$ cat src/rtl/isolator_sr_controller.sv
// Isolator shift-register chain driver: serialises slot control words, deserialises return status.
// Latency: frame = 1 LOAD + FRAME_BITS SHIFT + SRCLK_CYCLES LATCH + GAP_CYCLES GAP; status valid on LATCH entry.
// No backpressure: free-running while enable_i is high. Optional ISO_SR_AOVF_STICKY_EN adds sticky overflow flags.
module isolator_sr_controller #(
  parameter int N_OUT        = 4,
  parameter int N_IN         = 8,
  parameter int FRAME_BITS   = 8,
  parameter int SRCLK_CYCLES = 1,
  parameter int GAP_CYCLES   = 2
) (
  input  logic             clk_i,
  input  logic             reset_i,        // asynchronous, active-low
  input  logic             enable_i,
  input  logic [N_OUT-1:0] dmcs_par_i,
  input  logic [N_OUT-1:0] amcs_par_i,
  input  logic [N_OUT-1:0] clksel_par_i,
  input  logic             dirchan_i,
  input  logic             aovf_i,
`ifdef ISO_SR_AOVF_STICKY_EN
  input  logic             aovf_clear_i,
  output logic [N_IN-1:0]  aovf_sticky_o,
`endif
  output logic             dmcs_o,
  output logic             amcs_o,
  output logic             clksel_o,
  output logic             srclk_o,
  output logic [N_IN-1:0]  dirchan_par_o,
  output logic [N_IN-1:0]  aovf_par_o,
  output logic             status_valid_o,
  output logic             busy_o
);

  localparam int CW = $clog2(FRAME_BITS + SRCLK_CYCLES + GAP_CYCLES + 1);

  typedef enum logic [2:0] {IDLE, LOAD, SHIFT, LATCH, GAP} state_t;

  state_t                state_q, state_d;
  logic [CW-1:0]         cnt_q;
  logic [FRAME_BITS-1:0] dmcs_sr_q, amcs_sr_q, clksel_sr_q;
  logic [FRAME_BITS-1:0] dmcs_word, amcs_word, clksel_word;
  logic                  dmcs_q, amcs_q, clksel_q, srclk_q, status_q;
  logic [N_IN-1:0]       dir_rx_q, aovf_rx_q, dir_par_q, aovf_par_q;
  logic [N_IN-1:0]       dir_rx_nx, aovf_rx_nx;
  logic                  latch_ev;

  // Outgoing words zero-padded at the MSB end so the data bits leave last.
  assign dmcs_word   = FRAME_BITS'(dmcs_par_i);
  assign amcs_word   = FRAME_BITS'(amcs_par_i);
  assign clksel_word = FRAME_BITS'(clksel_par_i);

  // Receive registers shift LSB-in; the next value is also what gets published on LATCH entry.
  assign dir_rx_nx  = {dir_rx_q[N_IN-2:0], dirchan_i};
  assign aovf_rx_nx = {aovf_rx_q[N_IN-2:0], aovf_i};
  assign latch_ev   = (state_q == SHIFT) && (state_d == LATCH);

  // State register.
  always_ff @(posedge clk_i or negedge reset_i) begin
    if (!reset_i) state_q <= IDLE;
    else          state_q <= state_d;
  end

  // Next-state logic; a frame always runs to completion once LOAD is entered.
  always_comb begin
    state_d = state_q;
    case (state_q)
      IDLE:  if (enable_i) state_d = LOAD;
      LOAD:  state_d = SHIFT;
      SHIFT: if (cnt_q == CW'(FRAME_BITS - 1)) state_d = LATCH;
      LATCH: begin
        if (cnt_q == CW'(SRCLK_CYCLES - 1)) begin
          if (GAP_CYCLES != 0) state_d = GAP;
          else                 state_d = enable_i ? LOAD : IDLE;
        end
      end
      GAP:   if (cnt_q == CW'(GAP_CYCLES - 1)) state_d = enable_i ? LOAD : IDLE;
      default: state_d = IDLE;
    endcase
  end

  // Output decode: every pin except busy comes straight from a flop so srclk cannot glitch.
  always_comb begin
    busy_o         = (state_q != IDLE);
    dmcs_o         = dmcs_q;
    amcs_o         = amcs_q;
    clksel_o       = clksel_q;
    srclk_o        = srclk_q;
    status_valid_o = status_q;
    dirchan_par_o  = dir_par_q;
    aovf_par_o     = aovf_par_q;
  end

  // Per-state cycle counter, restarted on every state change.
  always_ff @(posedge clk_i or negedge reset_i) begin
    if (!reset_i)                cnt_q <= '0;
    else if (state_d != state_q) cnt_q <= '0;
    else                         cnt_q <= cnt_q + 1'b1;
  end

  // Shift datapath: load words, stream MSB first, capture return bits, publish on LATCH entry.
  always_ff @(posedge clk_i or negedge reset_i) begin
    if (!reset_i) begin
      dmcs_sr_q   <= '0;
      amcs_sr_q   <= '0;
      clksel_sr_q <= '0;
      dmcs_q      <= 1'b0;
      amcs_q      <= 1'b0;
      clksel_q    <= 1'b0;
      srclk_q     <= 1'b0;
      status_q    <= 1'b0;
      dir_rx_q    <= '0;
      aovf_rx_q   <= '0;
      dir_par_q   <= '0;
      aovf_par_q  <= '0;
    end else begin
      srclk_q  <= (state_d == LATCH);
      status_q <= latch_ev;
      dmcs_q   <= 1'b0;
      amcs_q   <= 1'b0;
      clksel_q <= 1'b0;
      if (state_q == LOAD) begin
        dmcs_q      <= dmcs_word[FRAME_BITS-1];
        amcs_q      <= amcs_word[FRAME_BITS-1];
        clksel_q    <= clksel_word[FRAME_BITS-1];
        dmcs_sr_q   <= dmcs_word << 1;
        amcs_sr_q   <= amcs_word << 1;
        clksel_sr_q <= clksel_word << 1;
      end
      if (state_q == SHIFT) begin
        dir_rx_q  <= dir_rx_nx;
        aovf_rx_q <= aovf_rx_nx;
        if (state_d == SHIFT) begin
          dmcs_q      <= dmcs_sr_q[FRAME_BITS-1];
          amcs_q      <= amcs_sr_q[FRAME_BITS-1];
          clksel_q    <= clksel_sr_q[FRAME_BITS-1];
          dmcs_sr_q   <= dmcs_sr_q << 1;
          amcs_sr_q   <= amcs_sr_q << 1;
          clksel_sr_q <= clksel_sr_q << 1;
        end
      end
      if (latch_ev) begin
        dir_par_q  <= dir_rx_nx;
        aovf_par_q <= aovf_rx_nx;
      end
    end
  end

`ifdef ISO_SR_AOVF_STICKY_EN
  logic [N_IN-1:0] sticky_q;

  // Sticky overflow accumulator; a clear coinciding with a status update keeps only the new word.
  always_ff @(posedge clk_i or negedge reset_i) begin
    if (!reset_i)          sticky_q <= '0;
    else if (latch_ev)     sticky_q <= (aovf_clear_i ? '0 : sticky_q) | aovf_rx_nx;
    else if (aovf_clear_i) sticky_q <= '0;
  end

  assign aovf_sticky_o = sticky_q;
`endif

endmodule

$ cat config.mk
export PLATFORM = sky130hd
export DESIGN_NAME = isolator_sr_controller
export DESIGN_NICKNAME = d
export VERILOG_FILES = /design/src/rtl/isolator_sr_controller.sv
export SDC_FILE = /design/constraint.sdc
export NUM_CORES = 1
export LEC_CHECK = 0
export ABC_CLOCK_PERIOD_IN_PS = 1910
export BUFFER_PORTS_ARGS = -buffer_cell sky130_fd_sc_hd__buf_2
export CORE_UTILIZATION = 56
export DETAILED_ROUTE_END_ITERATION = 8
export HOLD_SLACK_MARGIN = 0.05
export PLACE_DENSITY = 0.84
export SYNTH_ARGS = -nofsm -noshare
export SYNTH_HDL_FRONTEND = slang
export SYNTH_SLANG_ARGS = --single-unit
$ cat constraint.sdc
create_clock -name clk_i -period 1.91 [get_ports clk_i]
set_input_delay 0 -clock clk_i [delete_from_list [all_inputs] [get_ports clk_i]]
set_output_delay 0 -clock clk_i [all_outputs]
set_load 0.01 [all_outputs]
After elaboration in Yosys (flattened, before gate mapping)
Index checks and enable logic that the tools add are counted.
{"block": "word_totals", "inputBits": 17, "ff_bits": 66}
{"block": "op_classes", "eq_ne": 9, "n_mux": 22, "addsub": 1, "reduce_logical": 4}
{"operator": "2-to-1 mux 8 bit", "n": 9}
{"operator": "case mux 3 bit (5 select lines)", "n": 1}
{"operator": "equality test 3 x 2 -> 1 bit (second input constant)", "n": 4}
{"operator": "2-to-1 mux 3 bit", "n": 4}
{"operator": "2-to-1 mux 1 bit", "n": 7}
{"operator": "adder 4 x 1 -> 4 bit (second input constant)", "n": 1}
{"operator": "equality test 4 x 1 -> 1 bit (second input constant)", "n": 1}
{"operator": "equality test 4 x 3 -> 1 bit (second input constant)", "n": 1}
{"operator": "logical NOT 4 bit", "n": 1}
{"operator": "2-to-1 mux 4 bit", "n": 1}
{"operator": "equality test 3 x 1 -> 1 bit (second input constant)", "n": 1}
{"operator": "equality test 3 bit (second input constant)", "n": 1}
{"operator": "logical NOT 3 bit", "n": 1}
{"operator": "!= test 3 bit", "n": 1}
{"operator": "nonzero test 3 bit", "n": 1}
{"operator": "logical AND 1 bit", "n": 1}

Logic depth before layout (Yosys ltp)
{"block": "depth", "depth_word": 6, "ltp_mapped": 7, "ltp_nobuf": 6}

Worst setup path after synthesis
No wires, ideal clock.
{"block": "synth_timing", "path_type": "register to register", "start": "register cnt_q[0]", "end": "register aovf_par_q[3] (netlist: aovf_par_o[3])", "setup_ps": 125, "path_buffers": 1, "period_less_slack_ps": 1705, "stages_incl_launch_ff": 6, "arrival_time_ps": 1580, "slack_ps": 205, "path_cell_list": "dfrtp_1 > ha_1 > nand3b_1 > nor3_4 > buf_12 > mux2_4"}
{"block": "synth_between", "elab_chain_len": 5}
{"element": "start: declaration", "line_no": "38", "source": "logic [CW-1:0] cnt_q;"}
{"element": "start signal: assignment", "line_no": "96", "source": "else cnt_q <= cnt_q + 1'b1;"}
{"element": "equality test 4 x 1 -> 1 bit (tied with other cells)", "line_no": "75", "source": "GAP: if (cnt_q == CW'(GAP_CYCLES - 1)) state_d = enable_i ? LOAD : IDLE;"}
{"element": "2-to-1 mux 3 bit (on tied branches)", "line_no": "75, 68, 70"}
{"element": "case mux 3 bit (5 select lines) (*)", "line_no": "65", "source": "case (state_q)"}
{"element": "equality test 3 x 2 -> 1 bit (*)", "line_no": "54", "source": "assign latch_ev = (state_q == SHIFT) && (state_d == LATCH);"}
{"element": "logical AND 1 bit (*)", "line_no": "54"}
{"element": "via latch_ev", "line_no": "44", "source": "logic latch_ev;"}
{"element": "end signal: assignment", "line_no": "142", "source": "aovf_par_q <= aovf_rx_nx;"}
{"element": "end: declaration", "line_no": "42", "source": "logic [N_IN-1:0] dir_rx_q, aovf_rx_q, dir_par_q, aovf_par_q;"}
Mark *: on every way through the listed nets, which the timed path passes. The rest lies on a longest branch.
A chain may end at the register's enable or synchronous reset.

Worst setup path after layout
{"block": "layout_timing", "start": "register cnt_q[0]", "end": "register dir_par_q[7] (netlist: dirchan_par_o[7])"}
{"block": "layout_between", "elab_chain_len": 5}
{"element": "equality test 4 x 1 -> 1 bit (tied with other cells)", "line_no": "75"}
{"element": "2-to-1 mux 3 bit (on tied branches)", "line_no": "75, 68, 70"}
{"element": "case mux 3 bit (5 select lines) (*)", "line_no": "65"}
{"element": "equality test 3 x 2 -> 1 bit (*)", "line_no": "54"}
{"element": "logical AND 1 bit (*)", "line_no": "54"}
{"element": "end signal: assignment", "line_no": "141", "source": "dir_par_q <= dir_rx_nx;"}
{"element": "end: declaration", "line_no": "42"}
Mark *: on every way between the ends. The rest lies on a longest branch, timed or not.

==> summary.md <==
| Metric | Value |
|---|---|
| Slew Viols, Final | 0 |
| Mapped Cells | 227 |
| Status | finished clean |
| Crit path cell chain | ha_1, nand3b_1, nor3_4, buf_12, mux2_2 |
| Placed wire-length estimate | 2.97 mm |
| Die width | 72.1 um |
| CTS sink cnt | 66 |
| Fin crit share | 92.5% |
| Clk slew on worst S/H paths | 0.07 ns |
| Die area | 5200 um^2 |
| Met1 Use GR | 25.8% |
| Met3 Use GR | 6.39% |
| Setup_tns | 0 ns |
| Worst setup EP type | flip-flop |
| H-tree levels | 3 |
| Data arrival, critical path | 1.98 ns |
| Clock Tree Root | clkbuf_8 |
| Crit path launch type | flip-flop |
| Final Hold Fails | 0 |
| Met2 Resource Use GR | 31.4% |
| Peak supply drop | 735 uV |
| Sequential cell area fraction in the yosys report | 60.1% |
| Multi-input gate area | 988 um^2 |
| Post CTS Setup Buffer Count | 0 |
| RR Endpoint | dirchan_par_o[7] |
| Critical path class | reg2reg |
| Yosys cell types | 36 |
| Final setup vio count | 0 |
| Clock tree buffer depth | 2 |
| Boundary Pins | 39 |
| Share of post-route cells with drive strength above 1 | 32.9% |
| Reg area | 1650 um^2 |
| First-pass GRT wire length | 7.87 mm |
| FF-to-FF path depth | 5 |
| GRT Resource Usage Total | 20.4% |
| CP top delay family | simple AND/OR/NAND/NOR gates |
| Routed Antenna Nets | 0 |
| Slew headroom | 65.4% |
| Flop and latch count out of synthesis | 66 |
| DRT iter0 DRCs | 63 |
| Skew-Pair Late Insertion Delay | 0.33 ns |
| Starting Density | 58.2% |
| Drt wl/cell | 12.9 um |
| DRT Pass-1 Iters | 4 |
| Total Power | 5.11 mW |
| Least-Margin Pin Slew | 0.519 ns |
| Worst hold path class | in2async |
| Post-route DRC | 0 |
| TritonCTS clock tree | done |
| Final Core Density | 71.0% |
| DIE HEIGHT | 72.1 um |
| CP max FO | 18 |
| Crit path required time | 2.12 ns |
| FP Rows | 25 |
| Worst path bufs/invs | 1 |
| F_max | 0.566 GHz |
| Critical path depth | 5 |
| RSZ-0062 raised after global routing | no |
| Routability cong. | 0.850 |
| I/O Buffers | 38 |
| Clock skew | 0.00914 ns |
| Worst Setup EP | dirchan_par_o[7] |
| Busiest grt layer | met2 |
| Total congestion overflow | 0 |
| Slowest cell on the critical path | dfrtp_1 |
| Number of fill cells | 339 |
| Vias post-DR | 1804 |
| Net count, final | 307 |
| Register-to-register path setup slack | 0.14 ns |
| Tmin final | 1.77 ns |
| Vias in the first global route | 1776 |
| Setup crit start | cnt_q[0] |
| Power density cells | 1520 nW/um^2 |
| Maxcap violations | 0 |
| Synth Net Count | 247 |
| Yosys warns | 0 |
| Vias per cell | 5.03 |
| RR Startpoint | cnt_q[0] |
| Post-Route WL | 4.64 mm |
| Antenna Cells | 0 |
| Area Overhead vs Synth | 21.9% |
| Avg Inst Size Synth | 12.1 um^2 |
| Leak Pwr | 1.67 nW |
| Critical path's largest stage delay | 0.41 ns |
| Largest net degree at the start of global routing | 46 |
| Cell Area, Synth | 2750 um^2 |
| CTS Buf Count | 9 |
| Initial antenna violation count | 0 |
| Core Region | 4720 um^2 |
==> cell families (layout without fill, tap and decap cells) <==
| logic type | after synthesis | in the layout | synth area share (%) |
|---|---|---|---|
| adder cells (fa/ha/maj) | 3 | 3 | 1.37 |
| buffers and inverters | 23 | 88 | 4.19 |
| multiplexers | 30 | 30 | 13.4 |
| AND/OR/NAND/NOR | 76 | 76 | 14.2 |
| AO/OA/AOI/OAI | 27 | 27 | 6.14 |
| flip-flops | 66 | 66 | 60.1 |
| XOR/XNOR | 2 | 2 | 0.637 |
==> report_power, final <==
part	leakage, nW	total (mW)	internal, mW	switching [mW]
clock	0.0872	0.971	0.501	0.470
sequential	0.846	2.30	1.94	0.360
combinational	0.738	1.84	0.902	0.938
total	1.67	5.11	3.34	1.77
==> synthesized netlist by cell type, drive strengths merged <==
| library cell | instances | area [um^2] |
|---|---|---|
| inv | 12 | 45.0 |
| a31oi | 12 | 75.1 |
| or3 | 1 | 6.26 |
| and2 | 3 | 18.8 |
| ha | 3 | 37.5 |
| nand3b | 2 | 15.0 |
| xnor2 | 1 | 8.76 |
| clkbuf | 2 | 7.51 |
| o211ai | 2 | 20.0 |
| nor4 | 1 | 6.26 |
| nor2 | 15 | 56.3 |
| buf | 9 | 62.6 |
| or2 | 1 | 6.26 |
| dfrtp | 66 | 1650 |
| nor2b | 1 | 6.26 |
| mux2 | 30 | 368 |
| nor3 | 5 | 41.3 |
| nor3b | 4 | 41.3 |
| a31o | 1 | 8.76 |
| nand2b | 4 | 27.5 |
| a21oi | 1 | 5.00 |
| nand2 | 26 | 97.6 |
| o21ba | 1 | 10.0 |
| o21ai | 10 | 50.0 |
| xor2 | 1 | 8.76 |
| and3 | 3 | 18.8 |
| nand3 | 10 | 50.1 |
==> how the worst min path moves through the flow <==
stage,startpoint,to,slack [ns],cells after the start
after global placement,reset_i,status_valid_o,-0.0004,1
final,reset_i,aovf_par_o[3],0.17,2
after detailed placement,reset_i,aovf_par_o[3],0.002,1
after CTS,reset_i,aovf_par_o[3],0.17,2
after floorplan,reset_i,amcs_o,-0.30,0
after global routing,reset_i,status_valid_o,0.21,2
==> metal layers <==
metal | share of wire [%] | wire length, um | vias to the layer above
met1 | 48 | 2230 | 859
met5 | 0 | 0 | -
met2 | 46 | 2130 | 44
li1 | - | - | 893
met3 | 3.9 | 179 | 8
met4 | 2.0 | 95 | 0
==> state kept, by name, summed over array words and instances, names as in the netlist <==
signal	count
dir_rx_q	7
clksel_sr_q	8
amcs_o	1
aovf_par_o	8
dmcs_sr_q	8
clksel_o	1
state_q	3
cnt_q	4
aovf_rx_q	7
dmcs_o	1
dirchan_par_o	8
status_valid_o	1
amcs_sr_q	8
srclk_o	1
==> metrics by stage <==
stage               std cells  area, um^2  hold WS [ns]  setup slack [ns]
detailed placement        327        3020       0.00208             0.163
floorplan                 227        2750        -0.296             0.205
global placement          327        3020     -0.000363             0.220
CTS                       359        3350         0.173             0.146
global route              359        3350         0.213          0.000437
finish                    359        3350         0.169             0.143
==> area by class of cell <==
class                           count  share of cell area (%)
Sequential cell                    66                    49.3
Multi-Input combinational cell    138                    29.5
Timing Repair Buffer               60                    12.5
Clock buffer                       13                    4.44
Tap cell                           67                    2.50
Inverter                           12                    1.34
Clock inverter                      3                   0.448
==> layout by cell type, fill, tap and decap left out, types with 2 or more instances in the layout <==
master and count:
o21ai_1 9, inv_1 12, and3_1 3, buf_2 38
buf_12 2, nand3b_1 2, nand2_1 26, and2_1 3
clkbuf_1 3, buf_4 4, dfrtp_1 66, dlygate4sd3_1 16
clkinv_2 3, nor2_1 15, nor3_1 3, nand3_1 10
a31oi_1 12, nand2b_1 3, nor3b_1 2, clkbuf_8 10
mux2_4 8, ha_1 3, mux2_2 22
==> timing repair <==
item                       in CTS  in global routing
hold endpoints to repair       39                  0
resized for setup               0                  1
setup endpoints to repair       0                 24
hold buffers                   16                  0
No activity file was read; power rests on OpenSTA's default activity.
